===== src/rtl/alu_cmd_ctrl.sv =====
// Command/response controller wrapped around a combinational ALU: accepts a
// command, drives registered ALU operands, captures the result and holds it until consumed.
module alu_cmd_ctrl #(
  parameter int unsigned bits = 8
) (
  input  logic            clk,
  input  logic            rst_n,
  input  logic            cmd_valid,
  output logic            cmd_ready,
  input  logic [3:0]      cmd_op,
  input  logic [bits-1:0] cmd_a,
  input  logic [bits-1:0] cmd_b,
  input  logic            cmd_flag,
  output logic [bits-1:0] ALUA,
  output logic [bits-1:0] ALUB,
  output logic            ALUFlagIn,
  output logic [3:0]      ALUControl,
  input  logic [bits-1:0] ALUResult,
  input  logic            ALUFlags,
  input  logic            C,
  output logic            rsp_valid,
  input  logic            rsp_ready,
  output logic [bits-1:0] rsp_result,
  output logic            rsp_flag,
  output logic            rsp_carry,
  output logic [3:0]      rsp_op,
  output logic            rsp_err,
  output logic            busy,
  output logic [7:0]      rsp_count
);

  typedef enum logic [1:0] {
    IDLE = 2'd0,
    EXEC = 2'd1,
    RESP = 2'd2
  } state_e;

  localparam logic [3:0] OP_LAST = 4'hC;

  state_e          state_q, state_d;
  logic [bits-1:0] alua_q, alua_d;
  logic [bits-1:0] alub_q, alub_d;
  logic            alu_flag_in_q, alu_flag_in_d;
  logic [3:0]      alu_ctrl_q, alu_ctrl_d;
  logic [bits-1:0] rsp_result_q, rsp_result_d;
  logic            rsp_flag_q, rsp_flag_d;
  logic            rsp_carry_q, rsp_carry_d;
  logic [3:0]      rsp_op_q, rsp_op_d;
  logic            rsp_err_q, rsp_err_d;
  logic [7:0]      rsp_count_q, rsp_count_d;

  always_comb begin
    state_d       = state_q;
    alua_d        = alua_q;
    alub_d        = alub_q;
    alu_flag_in_d = alu_flag_in_q;
    alu_ctrl_d    = alu_ctrl_q;
    rsp_result_d  = rsp_result_q;
    rsp_flag_d    = rsp_flag_q;
    rsp_carry_d   = rsp_carry_q;
    rsp_op_d      = rsp_op_q;
    rsp_err_d     = rsp_err_q;
    rsp_count_d   = rsp_count_q;

    unique case (state_q)
      IDLE: begin
        if (cmd_valid) begin
          alua_d        = cmd_a;
          alub_d        = cmd_b;
          alu_flag_in_d = cmd_flag;
          alu_ctrl_d    = cmd_op;
          rsp_op_d      = cmd_op;
          // Illegal opcodes bypass EXEC and answer immediately with a zeroed result.
          if (cmd_op > OP_LAST) begin
            rsp_err_d    = 1'b1;
            rsp_result_d = '0;
            rsp_flag_d   = 1'b0;
            rsp_carry_d  = 1'b0;
            state_d      = RESP;
          end else begin
            state_d = EXEC;
          end
        end
      end
      EXEC: begin
        rsp_result_d = ALUResult;
        rsp_flag_d   = ALUFlags;
        rsp_carry_d  = C;
        rsp_err_d    = 1'b0;
        state_d      = RESP;
      end
      RESP: begin
        if (rsp_ready) begin
          rsp_count_d = rsp_count_q + 8'd1;
          state_d     = IDLE;
        end
      end
      default: state_d = IDLE;
    endcase
  end

  always_ff @(posedge clk or negedge rst_n) begin
    if (!rst_n) begin
      state_q       <= IDLE;
      alua_q        <= '0;
      alub_q        <= '0;
      alu_flag_in_q <= 1'b0;
      alu_ctrl_q    <= '0;
      rsp_result_q  <= '0;
      rsp_flag_q    <= 1'b0;
      rsp_carry_q   <= 1'b0;
      rsp_op_q      <= '0;
      rsp_err_q     <= 1'b0;
      rsp_count_q   <= '0;
    end else begin
      state_q       <= state_d;
      alua_q        <= alua_d;
      alub_q        <= alub_d;
      alu_flag_in_q <= alu_flag_in_d;
      alu_ctrl_q    <= alu_ctrl_d;
      rsp_result_q  <= rsp_result_d;
      rsp_flag_q    <= rsp_flag_d;
      rsp_carry_q   <= rsp_carry_d;
      rsp_op_q      <= rsp_op_d;
      rsp_err_q     <= rsp_err_d;
      rsp_count_q   <= rsp_count_d;
    end
  end

  assign cmd_ready  = (state_q == IDLE);
  assign rsp_valid  = (state_q == RESP);
  assign busy       = (state_q != IDLE);
  assign ALUA       = alua_q;
  assign ALUB       = alub_q;
  assign ALUFlagIn  = alu_flag_in_q;
  assign ALUControl = alu_ctrl_q;
  assign rsp_result = rsp_result_q;
  assign rsp_flag   = rsp_flag_q;
  assign rsp_carry  = rsp_carry_q;
  assign rsp_op     = rsp_op_q;
  assign rsp_err    = rsp_err_q;
  assign rsp_count  = rsp_count_q;

endmodule


===== config.mk =====
export PLATFORM = sky130hd
export DESIGN_NAME = alu_cmd_ctrl
export DESIGN_NICKNAME = d
export VERILOG_FILES = /design/src/rtl/alu_cmd_ctrl.sv
export SDC_FILE = /design/constraint.sdc
export NUM_CORES = 1
export LEC_CHECK = 0
export CORE_AREA = 3 3 74 76
export DETAILED_ROUTE_END_ITERATION = 8
export DIE_AREA = 0 0 77 79
export PLACE_DENSITY_LB_ADDON = 0.1
export SLEW_MARGIN = 0
export SYNTH_ARGS = -nofsm -noshare
export SYNTH_HDL_FRONTEND = slang
export SYNTH_SLANG_ARGS = --single-unit

===== constraint.sdc =====
create_clock -name clk -period 1.5 [get_ports clk]
set_clock_uncertainty 0.2 [all_clocks]
set_input_delay 0.15 -clock clk [delete_from_list [all_inputs] [get_ports clk]]
set_output_delay 0.15 -clock clk [all_outputs]
set_load 0.01 [all_outputs]

; Yosys cells after proc, flatten, opt, wreduce, memory -nomap -nowiden
; Index checks and enable logic that the tools add are counted.
[word_totals]
word_cells = 38
register_bits = 42
in_bits = 35
output_inout_bits = 47
[classes]
reduce_logical = 7
eq_ne = 5
n_addsub = 1
muxes = 14
n_lt_le_gt_ge = 1
[ops]
columns = cell, n
row1 = $mux 8, 2
row2 = $pmux 8 s2, 1
row3 = $add 8x1->8 const B, 1
row4 = $mux 2, 3
row5 = $pmux 1 s2, 3
row6 = $pmux 2 s3, 1
row7 = $reduce_and 2->1, 3
row8 = $gt 4x4->1 const B, 1
row9 = $mux 1, 4
row10 = $ne 2x1->1 const B, 2
row11 = $reduce_bool 2->1, 2
row12 = $reduce_and 3->1, 1
row13 = $eq 2x1->1 const B, 1
row14 = $eq 2x2->1 const B, 1
row15 = $logic_not 2->1, 1
row16 = $ne 2x2->1 const B, 1

; Longest topological paths before layout
[depth]
word_depth = 4
ltp_mapped = 5
depth_no_buf = 4

; Worst setup path after synthesis
; OpenSTA, ideal clock, no wires.
[synth_path]
path_kind = reg-to-reg
start = register state_q[1]
end = register alua_q[4] (netlist: ALUA[4])
t_arrival_ns = 1.304
path_stages_with_launch = 6
synth_period_minus_slack_ns = 1.629
t_required_ns = 1.175
setup_ns = 0.125
slack_ns = -0.129
path_buffers = 2
path_cell_list = dfrtp_1 nor2_2 and2_4 buf_6 buf_8 mux2_4
[synth_via]
elab_chain_cells = 2
[synth_lines]
columns = element, line
row1 = "start, declared", 40  ; state_e state_q, state_d;
row2 = "start signal, assigned", 116  ; state_q <= state_d;
row3 = $logic_not 2->1, n/a
row4 = net cmd_ready, 9  ; output logic cmd_ready,
row5 = $reduce_and 2->1 (no source line), n/a
row6 = "end signal, assigned", 117  ; alua_q <= alua_d;
row7 = "end, declared", 41  ; logic [bits-1:0] alua_q, alua_d;
; The timed path passes the listed nets, and every way through them passes these cells.
; A chain may end at the register's enable or synchronous reset.

; Worst setup path after layout
[layout_path]
start = register state_q[0]
end = register rsp_count_q[3] (netlist: rsp_count[3])
[layout_via]
elab_chain_cells = 2
[layout_lines]
columns = element, line
row1 = $eq 2x2->1, 65  ; unique case (state_q)
row2 = $reduce_and 2->1 (no source line), n/a
row3 = "end signal, assigned", 126  ; rsp_count_q <= rsp_count_d;
row4 = "end, declared", 50  ; logic [7:0] rsp_count_q, rsp_count_d;
; Every way passes these cells.

==> metrics <==
post-DP HPWL=3216 microns; gpl congestion=0.7847; Max-Slew Margin vs Limit=84.78%; synth unique cells=30; Num CTS Buffers=5; worst-case reg-to-reg path depth=5; Slew @ Worst Pin=228.4 ps; DR vias=1394; Pwr Density=1825 mW/mm^2; first-pass GRT wire length=7590 microns; Post-Syn Area=0.001808 sq mm; core footprint=0.004786 sq mm; R2R Path End=rsp_count[3]; initial drt markers=67; Final #Nets=271; final core utilization=62.22%; Placement Setup Slack=-319.0 ps; antenna violations before repair=0; H-tree Lvls=2; min-delay worst type=in -> async; grt ovf=0; Port Buffers=81; ant diodes=0; critical path launch point type=register; max-cap viol count=0; Bufs on Longest Clock Path=2; Met3 Routed Length=292 microns; max layer used=met4; area share of the largest cell type after synthesis=58.13%; Setup Viol. Count Final=27; First-pass DRT Iterations=4; Clk Latency, worst-skew pair=290 ps; drt drc=0; Pleak=1.472 nW; routed wire length=4573 microns; antenna viol nets, final=0; largest net degree at the start of global routing=43; Site Rows=25; average vias per placed instance=4.601; Yosys Warn Count=0; Net Sw Power=1.756 mW; crit path DAT=1570 ps; final worst slack=-65.24 ps; vias in the first global route=1477; Hold Fails Final Rpt=0; fin crit period=1565 ps; sequential power share=35.8%; status=finished with violations; internal power=3.678 mW; layout cells sized above 1=28.81%; Crit. End Element=register; failing checks=setup timing; I/O pin cnt=82; critical path class=reg -> reg; Comb pwr share=48.1%; clock tree from TritonCTS=yes; switch share=32.32%; area delta synth->final=64.71%; sequential share of the synthesized area=58.13%; CP max FO=4; CTS root buf=clkbuf_8; Synth area leader=dfrtp_1; Mapped Nets=172; wire length per cell=15.09 microns; Clk pwr share=16.1%; chip height=79 microns; fmax=638.9 MHz; Hold WS=159.1 ps; FF+latch count, synth=42; WL met2=2394 microns; die area=0.006083 sq mm; RR Startpoint=state_q[0]; max-slew violation count=0; worst reg-to-reg setup slack=-70 ps; Clk pin slew, worst setup/hold paths=80 ps; wl on met1=1870 microns; Syn Inst Count=136; Die W=77 microns; starting density of the core=37.78%; Clock Sinks=42; Max VDD drop=0.0009203 V; post-synthesis average cell area=13.29 sq um; part of the cycle the worst path needs=104.3%; gr usage total=15.88%; Req. time, crit path=1510 ps; RSZ-0062 raised after global routing=true; leading post-synthesis cells by cell area=dfrtp_1, mux2_4, nand2_1
## layout make-up
class / count / area (sq um)
timing repair buffer: 102 / 997.2
fill: 417 / 1808
tap: 67 / 83.83
clock buffer: 6 / 72.57
clock inverter: 2 / 37.54
inverter: 2 / 7.507
sequential: 42 / 1051
multi-input combinational: 82 / 728.2
## per-layer routing
| metal | GRT usage [%] | vias up |
|---|---|---|
| met5 | 0 | - |
| met4 | 4.270 | 0 |
| met3 | 5.102 | 2 |
| met2 | 27.70 | 52 |
| met1 | 18.97 | 690 |
| li1 | - | 650 |
## cell usage in the layout (no fill, tap or decap), types with 2 or more instances in the layout
cell             count
dlygate4sd2_1       44
dfrtp_1             42
clkdlybuf4s50_1     33
mux2_4              22
nand2_1             22
buf_6               11
o21ai_0             10
buf_4                7
clkbuf_8             5
xor2_1               4
buf_12               3
and2b_2              2
nor3_2               2
nand3_2              2
xnor2_2              2
buf_2                2
## power groups by stage
stage	Sequential (mW)	Clock, mW	Combinational [mW]
after floorplan	2.19	0	1.03
after global routing	2.02	0.968	2.81
final	1.95	0.873	2.61
after CTS	1.94	0.907	2.49
after global placement	1.97	0	2.65
after detailed placement	2.01	0	2.69
## registers in the layout (all words and copies together), names as in the netlist
register	cells
ALUA	8
state_q	2
rsp_flag	1
rsp_carry	1
ALUFlagIn	1
rsp_result	8
rsp_count	8
rsp_err	1
ALUB	8
rsp_op	4
## repair_timing
action,CTS,global route
hold endpoints to repair,42,0
setup buffers,8,0
cloned,0,1
gates resized for setup,66,18
pin swaps,6,2
setup endpoints to repair,68,42
hold buffers,1,0
## per-stage QoR
step	cell area [sq um]	setup TNS [ps]	power, mW	std cells
5_1_grt	2978	-3049	5.798	303
2_1_floorplan	1813	-1451	3.225	136
6_report	2978	-1098	5.434	303
3_5_place_dp	2735	-5922	4.694	285
4_1_cts	2882	-810.9	5.341	302
3_3_place_gp	2735	-4715	4.624	285
## synthesized netlist by cell type
cell,count
dfrtp_1,42
nand2_1,23
mux2_4,19
o21ai_0,10
buf_4,4
xor2_1,4
clkbuf_1,3
mux2_2,3
xnor2_1,3
and2b_1,2
inv_1,2
nand3_1,2
nor3_1,2
a211o_1,1
and2_4,1
and3_1,1
and3b_1,1
and4b_1,1
buf_12,1
buf_6,1
buf_8,1
ha_1,1
nand2b_1,1
nand4_1,1
nand4b_1,1
nor2_1,1
nor2_2,1
nor2b_1,1
o211a_1,1
o21a_1,1
## worst max-delay path: stages (launching register included)
cell and delay (ps):
dfrtp_1 420, buf_6 130, buf_6 110, nand4b_1 260
nor2_1 190, xor2_1 170
## how the worst max path moves through the flow
stage | startpoint | to | slack [ps]
final | state_q[0] | rsp_count[3] | -70
after global routing | state_q[0] | rsp_count[3] | -130
after CTS | state_q[0] | rsp_valid | -80
after detailed placement | cmd_op[2] | rsp_result[4] | -320
after global placement | cmd_op[0] | state_q[1] | -250
after floorplan | state_q[0] | ALUA[4] | -80
## cell families (layout without fill, tap and decap cells)
group	count (synthesis)	after routing	synth area share [%]
and+or+nand+nor	39	39	10.66
buffers and inverters	12	112	5.259
muxes	22	22	17.65
AOI/OAI and AO/OA	13	13	4.222
adders and majority gates	1	1	0.6919
DFF	42	42	58.13
xor gates and xnor gates	7	7	3.391
No activity file was read; power rests on OpenSTA's default activity.
